### config.mk
export PLATFORM = sky130hd
export DESIGN_NAME = cic_dac_pacer
export DESIGN_NICKNAME = d
export VERILOG_FILES = /design/src/rtl/cic_pkg.sv /design/src/rtl/cic_sync_fifo.sv /design/src/rtl/cic_dac_pacer.sv
export SDC_FILE = /design/constraint.sdc
export NUM_CORES = 1
export LEC_CHECK = 0
export BUFFER_PORTS_ARGS = -buffer_cell sky130_fd_sc_hd__buf_2
export CAP_MARGIN = 15
export CORE_MARGIN = 2
export CORE_UTILIZATION = 40
export DETAILED_ROUTE_END_ITERATION = 12
export GPL_TIMING_DRIVEN = 0
export PLACE_DENSITY = 0.65
export SLEW_MARGIN = 20
export SYNTH_ARGS = -nofsm -noshare
export SYNTH_HDL_FRONTEND = slang
export SYNTH_SLANG_ARGS = --single-unit
### constraint.sdc
create_clock -name in_clock -period 4.55 [get_ports in_clock]
set_input_delay 0.455 -clock in_clock [delete_from_list [all_inputs] [get_ports in_clock]]
set_output_delay 0.455 -clock in_clock [all_outputs]
set_load 0.01 [all_outputs]
### src/rtl/cic_pkg.sv
// Types and constants shared by the CIC output pacer and its FIFO.
package cic_pkg;

  typedef enum logic [1:0] {
    PACER_IDLE,
    PACER_PREFILL,
    PACER_RUN
  } pacer_state_e;

  localparam int UFLOW_CNT_W = 16;

endpackage

### src/rtl/cic_sync_fifo.sv
// Single-clock sample FIFO with an explicit occupancy counter.
module cic_sync_fifo
  import cic_pkg::*;
#(
  parameter int DATA_WIDTH = 24,
  parameter int DEPTH      = 16
) (
  input  logic                         clk_i,
  input  logic                         rst_ni,
  input  logic                         push_i,
  input  logic                         pop_i,
  input  logic signed [DATA_WIDTH-1:0] din_i,
  output logic signed [DATA_WIDTH-1:0] head_o,
  output logic [$clog2(DEPTH):0]       level_o,
  output logic                         full_o,
  output logic                         empty_o
);

  localparam int PTR_W = $clog2(DEPTH);
  localparam int LVL_W = PTR_W + 1;

  logic signed [DATA_WIDTH-1:0] mem_q [DEPTH];
  logic [PTR_W-1:0] wr_ptr_q, rd_ptr_q;
  logic [LVL_W-1:0] level_q, level_d;
  logic             do_push, do_pop;

  assign full_o  = (level_q == LVL_W'(DEPTH));
  assign empty_o = (level_q == '0);
  assign do_push = push_i && !full_o;
  assign do_pop  = pop_i && !empty_o;
  assign head_o  = mem_q[rd_ptr_q];
  assign level_o = level_q;

  always_comb begin
    level_d = level_q;
    case ({do_push, do_pop})
      2'b10:   level_d = level_q + LVL_W'(1);
      2'b01:   level_d = level_q - LVL_W'(1);
      default: level_d = level_q;
    endcase
  end

  // Storage carries no reset; validity is defined by the pointers and level.
  always_ff @(posedge clk_i) begin
    if (do_push) mem_q[wr_ptr_q] <= din_i;
  end

  always_ff @(posedge clk_i or negedge rst_ni) begin
    if (!rst_ni) begin
      wr_ptr_q <= '0;
      rd_ptr_q <= '0;
      level_q  <= '0;
    end else begin
      if (do_push) wr_ptr_q <= wr_ptr_q + PTR_W'(1);
      if (do_pop)  rd_ptr_q <= rd_ptr_q + PTR_W'(1);
      level_q <= level_d;
    end
  end

endmodule

### src/rtl/cic_dac_pacer.sv
// Rate-pacing buffer between the CIC interpolator and a non-stallable DAC:
// prefill, fixed-rate drain, underflow recovery and a saturating underflow counter.
module cic_dac_pacer
  import cic_pkg::*;
#(
  parameter int DATA_WIDTH     = 24,
  parameter int DEPTH          = 16,
  parameter int RATE_DIV       = 4,
  parameter int PREFILL        = 8,
  parameter int UNDERFLOW_ZERO = 1
) (
  input  logic                         in_clock,
  input  logic                         in_reset_n,
  input  logic                         in_enable,
  input  logic                         in_valid,
  output logic                         in_ready,
  input  logic signed [DATA_WIDTH-1:0] in_data,
  output logic                         dac_strobe,
  output logic signed [DATA_WIDTH-1:0] dac_data,
  output logic                         underflow_pulse,
  output logic [UFLOW_CNT_W-1:0]       underflow_count,
  output logic [$clog2(DEPTH):0]       fill_level,
  output logic                         running
);

  localparam int LVL_W  = $clog2(DEPTH) + 1;
  localparam int TICK_W = (RATE_DIV > 1) ? $clog2(RATE_DIV) : 1;

  if ((DEPTH < 4) || ((DEPTH & (DEPTH - 1)) != 0)) begin : g_bad_depth
    $error("cic_dac_pacer: DEPTH must be a power of two and >= 4");
  end
  if (RATE_DIV < 1) begin : g_bad_rate
    $error("cic_dac_pacer: RATE_DIV must be >= 1");
  end
  if ((PREFILL < 1) || (PREFILL > DEPTH)) begin : g_bad_prefill
    $error("cic_dac_pacer: PREFILL must be within 1..DEPTH");
  end

  function automatic logic [UFLOW_CNT_W-1:0] sat_inc(input logic [UFLOW_CNT_W-1:0] v);
    return (&v) ? v : v + UFLOW_CNT_W'(1);
  endfunction

  pacer_state_e                 state_q, state_d;
  logic [TICK_W-1:0]            tick_cnt_q, tick_cnt_d;
  logic signed [DATA_WIDTH-1:0] dac_data_q, dac_data_d;
  logic                         strobe_q, strobe_d;
  logic                         uflow_pulse_q, uflow_pulse_d;
  logic [UFLOW_CNT_W-1:0]       uflow_cnt_q, uflow_cnt_d;

  logic                         push, pop;
  logic signed [DATA_WIDTH-1:0] head;
  logic [LVL_W-1:0]             level;
  logic                         full, empty;

  // A same-cycle pop never frees a slot for the push: ready looks only at occupancy.
  assign in_ready = !full;
  assign push     = in_valid && !full;

  cic_sync_fifo #(
    .DATA_WIDTH(DATA_WIDTH),
    .DEPTH     (DEPTH)
  ) u_fifo (
    .clk_i  (in_clock),
    .rst_ni (in_reset_n),
    .push_i (push),
    .pop_i  (pop),
    .din_i  (in_data),
    .head_o (head),
    .level_o(level),
    .full_o (full),
    .empty_o(empty)
  );

  always_comb begin
    state_d       = state_q;
    tick_cnt_d    = tick_cnt_q;
    dac_data_d    = dac_data_q;
    strobe_d      = 1'b0;
    uflow_pulse_d = 1'b0;
    uflow_cnt_d   = uflow_cnt_q;
    pop           = 1'b0;
    if (!in_enable) begin
      state_d = PACER_IDLE;
    end else begin
      case (state_q)
        PACER_IDLE: state_d = PACER_PREFILL;
        PACER_PREFILL: begin
          if (level >= LVL_W'(PREFILL)) begin
            state_d    = PACER_RUN;
            tick_cnt_d = '0;
          end
        end
        PACER_RUN: begin
          if (tick_cnt_q == TICK_W'(RATE_DIV - 1)) begin
            tick_cnt_d = '0;
            strobe_d   = 1'b1;
            if (!empty) begin
              pop        = 1'b1;
              dac_data_d = head;
            end else begin
              // Underflow: the DAC still gets its strobe, then we rebuild the prefill margin.
              uflow_pulse_d = 1'b1;
              uflow_cnt_d   = sat_inc(uflow_cnt_q);
              if (UNDERFLOW_ZERO != 0) dac_data_d = '0;
              state_d = PACER_PREFILL;
            end
          end else begin
            tick_cnt_d = tick_cnt_q + TICK_W'(1);
          end
        end
        default: state_d = PACER_IDLE;
      endcase
    end
  end

  always_ff @(posedge in_clock or negedge in_reset_n) begin
    if (!in_reset_n) begin
      state_q       <= PACER_IDLE;
      tick_cnt_q    <= '0;
      dac_data_q    <= '0;
      strobe_q      <= 1'b0;
      uflow_pulse_q <= 1'b0;
      uflow_cnt_q   <= '0;
    end else begin
      state_q       <= state_d;
      tick_cnt_q    <= tick_cnt_d;
      dac_data_q    <= dac_data_d;
      strobe_q      <= strobe_d;
      uflow_pulse_q <= uflow_pulse_d;
      uflow_cnt_q   <= uflow_cnt_d;
    end
  end

  assign dac_strobe      = strobe_q;
  assign dac_data        = dac_data_q;
  assign underflow_pulse = uflow_pulse_q;
  assign underflow_count = uflow_cnt_q;
  assign fill_level      = level;
  assign running         = (state_q == PACER_RUN);

endmodule

==> flow_summary_export.csv <==
group,metric,value,unit
timing,rsz0062_at_grt,"no",
timing,setup_violations,0,
placement,dpl_worst_slack,1.26,ns
placement,gp_congestion,0.743,
cells_and_area,n_antenna_cell,0,
grt,grt_pass1_vias,8771,
clocking,worstSkewPairLatency,0.55,ns
setup_path,reg2reg_depth,12,
logic_synthesis,synth.distinct_cells,41,
grt,overflow,0,
timing,slew_violations,0,
logic_synthesis,ys_seq_elements,443,
grt,antenna_found_initial,0,
clocking,max-clock-path-buffers,3,
logic_synthesis,ys.flop_type,"edfxtp_1",
route,vias,8553,
setup_path,criticalPathCategory,"reg2reg",
setup_path,regToRegStartpoint,"state_q[0]",
timing,hold_violations,0,
run_status,outcome,"complete, no violations",
floorplan,die_h,212,um
power,finalPower,10200,uW
grt,grt_pass1_wl,55700,um
setup_path,arrival,3.68,ns
route,postRouteAntennaNets,0,
logic_synthesis,synthArstFlopShare,0.133,
cells_and_area,fin_nets,1034,
logic_synthesis,synth_nets,886,
route,drt_iter0_markers,778,
route,drc,0,
setup_path,critPathRequiredTime,4.96,ns
placement,dp_hpwl,24600,um
floorplan,dieArea,45100,um^2
setup_path,crit_top_cell,"nand3_1",
setup_path,cp-endpoint,"u_fifo.level_o[4]",
setup_path,path_max_fanout,10,
timing,hold_ws,0.184,ns
setup_path,end_kind,"flop",
route,finalWirelength,37000,um
logic_synthesis,synth_area,17400,um^2
floorplan,io_pins,77,
setup_path,r2r_end,"u_fifo.level_o[4]",
clocking,htree_levels,2,
cells_and_area,final_cells,1614,
logic_synthesis,yosys_warnings,0,
cells_and_area,area_growth,17.7,%
timing,max_freq,307,MHz
floorplan,fp-row-count,76,
floorplan,die_w,212,um
logic_synthesis,ys_seq_area_frac,0.749,
timing,fin_ws,1.29,ns
power,p_leak,0.00687,uW
cells_and_area,drive_gt1_frac,0.321,
clocking,cts_resized,0,
cells_and_area,fillers,3596,
placement,placedCellCount,1532,
cells_and_area,finish.utilization,0.475,
clocking,cts-root-buf,"clkbuf_16",
clocking,cts.reportedPaths.clkPinSlew,0.06,ns
clocking,cts_buffers,44,
timing,worst_pin_slew,0.919,ns
floorplan,coreArea,43000,um^2
timing,skew,0.0150,ns
clocking,clock-sinks,443,
setup_path,cpPeakStageDelay,0.45,ns
job,drv_cap,0,
setup_path,worst_setup_path_start_kind,"flop",
power,ir_worst_vdd,0.262,mV
logic_synthesis,synth-edff-count,384,
logic_synthesis,synth_cells,846,
grt,grt_max_degree,43,
clocking,cts_setup_buffers,0,
setup_path,slowest_stage,"or3b_2",
route,drt-vias-per-instance,5.30,
min_path,hp-class,"in2reg",
grt,grt.total_usage,0.169,
setup_path,startpoint,"state_q[0]",
timing,finalCriticalPeriod,3.26,ns
route,drtPass1Iterations,5,
min_path,min_from,"in_enable",
placement,port_buffers,76,
floorplan,start_util,0.404,
timing,post-route-period-util,0.717,
clocking,cts_tree,"built",
setup_path,r2r_setup_slack,1.29,ns
logic_synthesis,avgSynthCellArea,20.5,um^2
power,pwr_density_cell,499,nW/um^2
setup_path,crit_path_cell_trace,"and2b_1, nand3_1, nor2_1, buf_2, ha_1, inv_1, fa_1, nor2b_1, o21ai_0, nand3_1, or3b_2, xnor2_1",
route,avgRoutedWirePerCell,22.9,um
timing,relSlewSlack,0.387,
-- cells in the mapped netlist (7+ instances only) --
cell type    n  share of area
nand3_1      8         0.0023
a22o_1      24          0.012
clkbuf_1    10         0.0022
a211oi_2    17          0.012
xnor2_1     19         0.0096
inv_1       10         0.0022
mux4_2      96           0.12
a21oi_1     30         0.0086
nand4_1      9         0.0032
buf_6        9         0.0058
nor2_1      18         0.0039
nor2b_1     26         0.0094
a211oi_1     7         0.0030
buf_2       21         0.0061
edfxtp_1   384           0.66
mux2i_1     24          0.014
dfrtp_1     59          0.085
nand2_1     16         0.0035
ha_1        11         0.0079
-- per-stage QoR --
step / instance area (um^2) / TNS (ns)
floorplan: 17400 / 0
global placement: 18500 / -59.87
detailed placement: 19000 / 0
CTS: 20400 / 0
global route: 20400 / 0
finish: 20400 / 0
-- timing repair --
action / 4_1_cts / 5_1_grt
setup endpoints to repair: 0 / 0
hold buffers: 1 / 0
endpoints found under the hold margin: 17 / 0
-- worst min path at each step --
stage,to,cells past startpoint
floorplan,dac_data[0],0
global placement,underflow_count[7],1
detailed placement,u_fifo.level_o[3],1
CTS,tick_cnt_q[1],2
global route,tick_cnt_q[1],2
finish,tick_cnt_q[1],2
-- flip-flops by register name, indices dropped and copies added (netlist names) --
signal / flops
u_fifo.wr_ptr_q: 4
u_fifo.rd_ptr_q: 4
underflow_pulse: 1
dac_strobe: 1
state_q: 2
dac_data: 24
u_fifo.mem_q: 384
underflow_count: 16
tick_cnt_q: 2
u_fifo.level_o: 5
-- cells in the final DEF (no fill, tap or decap), drive strengths merged, types with 2 or more instances in the layout --
cell / count
a21oi: 30
o21ai: 6
mux2i: 24
inv: 12
nand2b: 4
mux2: 2
nor2: 18
mux4: 96
xnor2: 19
dfrtp: 59
and3: 3
ha: 11
nor2b: 26
buf: 137
a21boi: 2
nand3: 8
nor4: 4
nand4: 9
edfxtp: 384
nand2: 16
xor2: 5
nor3: 7
bufinv: 4
and2: 2
a22o: 24
clkbuf: 67
a211oi: 24
clkinv: 17
-- logic make-up (layout without fill, tap and decap cells) --
| logic type | count (synthesis) | count (layout) | share of synthesized area |
|---|---|---|---|
| flip-flops | 443 | 443 | 0.749 |
| multiplexers | 122 | 122 | 0.140 |
| AND/OR/NAND/NOR | 99 | 99 | 0.0319 |
| AO/OA/AOI/OAI | 90 | 90 | 0.0407 |
| buffers and inverters | 56 | 239 | 0.0175 |
| XOR/XNOR | 24 | 24 | 0.0121 |
| adder cells (fa/ha/maj) | 12 | 12 | 0.00908 |
-- worst max-delay path, delay by kind of cell, from the launching register on --
kind | cells | cell delay, ns
AO/OA/AOI/OAI | 1 | 0.10
XOR/XNOR | 1 | 0.14
adder cells (fa/ha/maj) | 2 | 0.70
buffers and inverters | 2 | 0.45
flip-flops | 1 | 0.40
AND/OR/NAND/NOR | 6 | 1.33
-- area by class of cell --
class / instances / area [um^2] / share of cell area
Inverter: 10 / 37.5 / 0.00184
Multi-Input combinational cell: 347 / 4160 / 0.204
Clock inverter: 24 / 219 / 0.0107
Tap cell: 585 / 732 / 0.0358
Sequential cell: 443 / 13000 / 0.637
Clock buffer: 57 / 1190 / 0.0583
Timing Repair Buffer: 102 / 813 / 0.0398
Buffer: 46 / 267 / 0.0130
-- layer usage --
metal  wire [um]  vias up  GRT usage  part of all wire
met5           0        -          0                 0
met4         597        0     0.0354             0.016
met3        2290       50     0.0326             0.062
met2       17700      242      0.275              0.48
met1       16400     4514      0.238              0.44
li1            -     3747          -                 -
-- report_power, final --
part	internal, uW	switching, uW	total (uW)
Sequential	4850	145	5000
Combinational	745	911	1660
Clock	2070	1470	3540
Note: power is estimated with default switching activity, not from simulation.
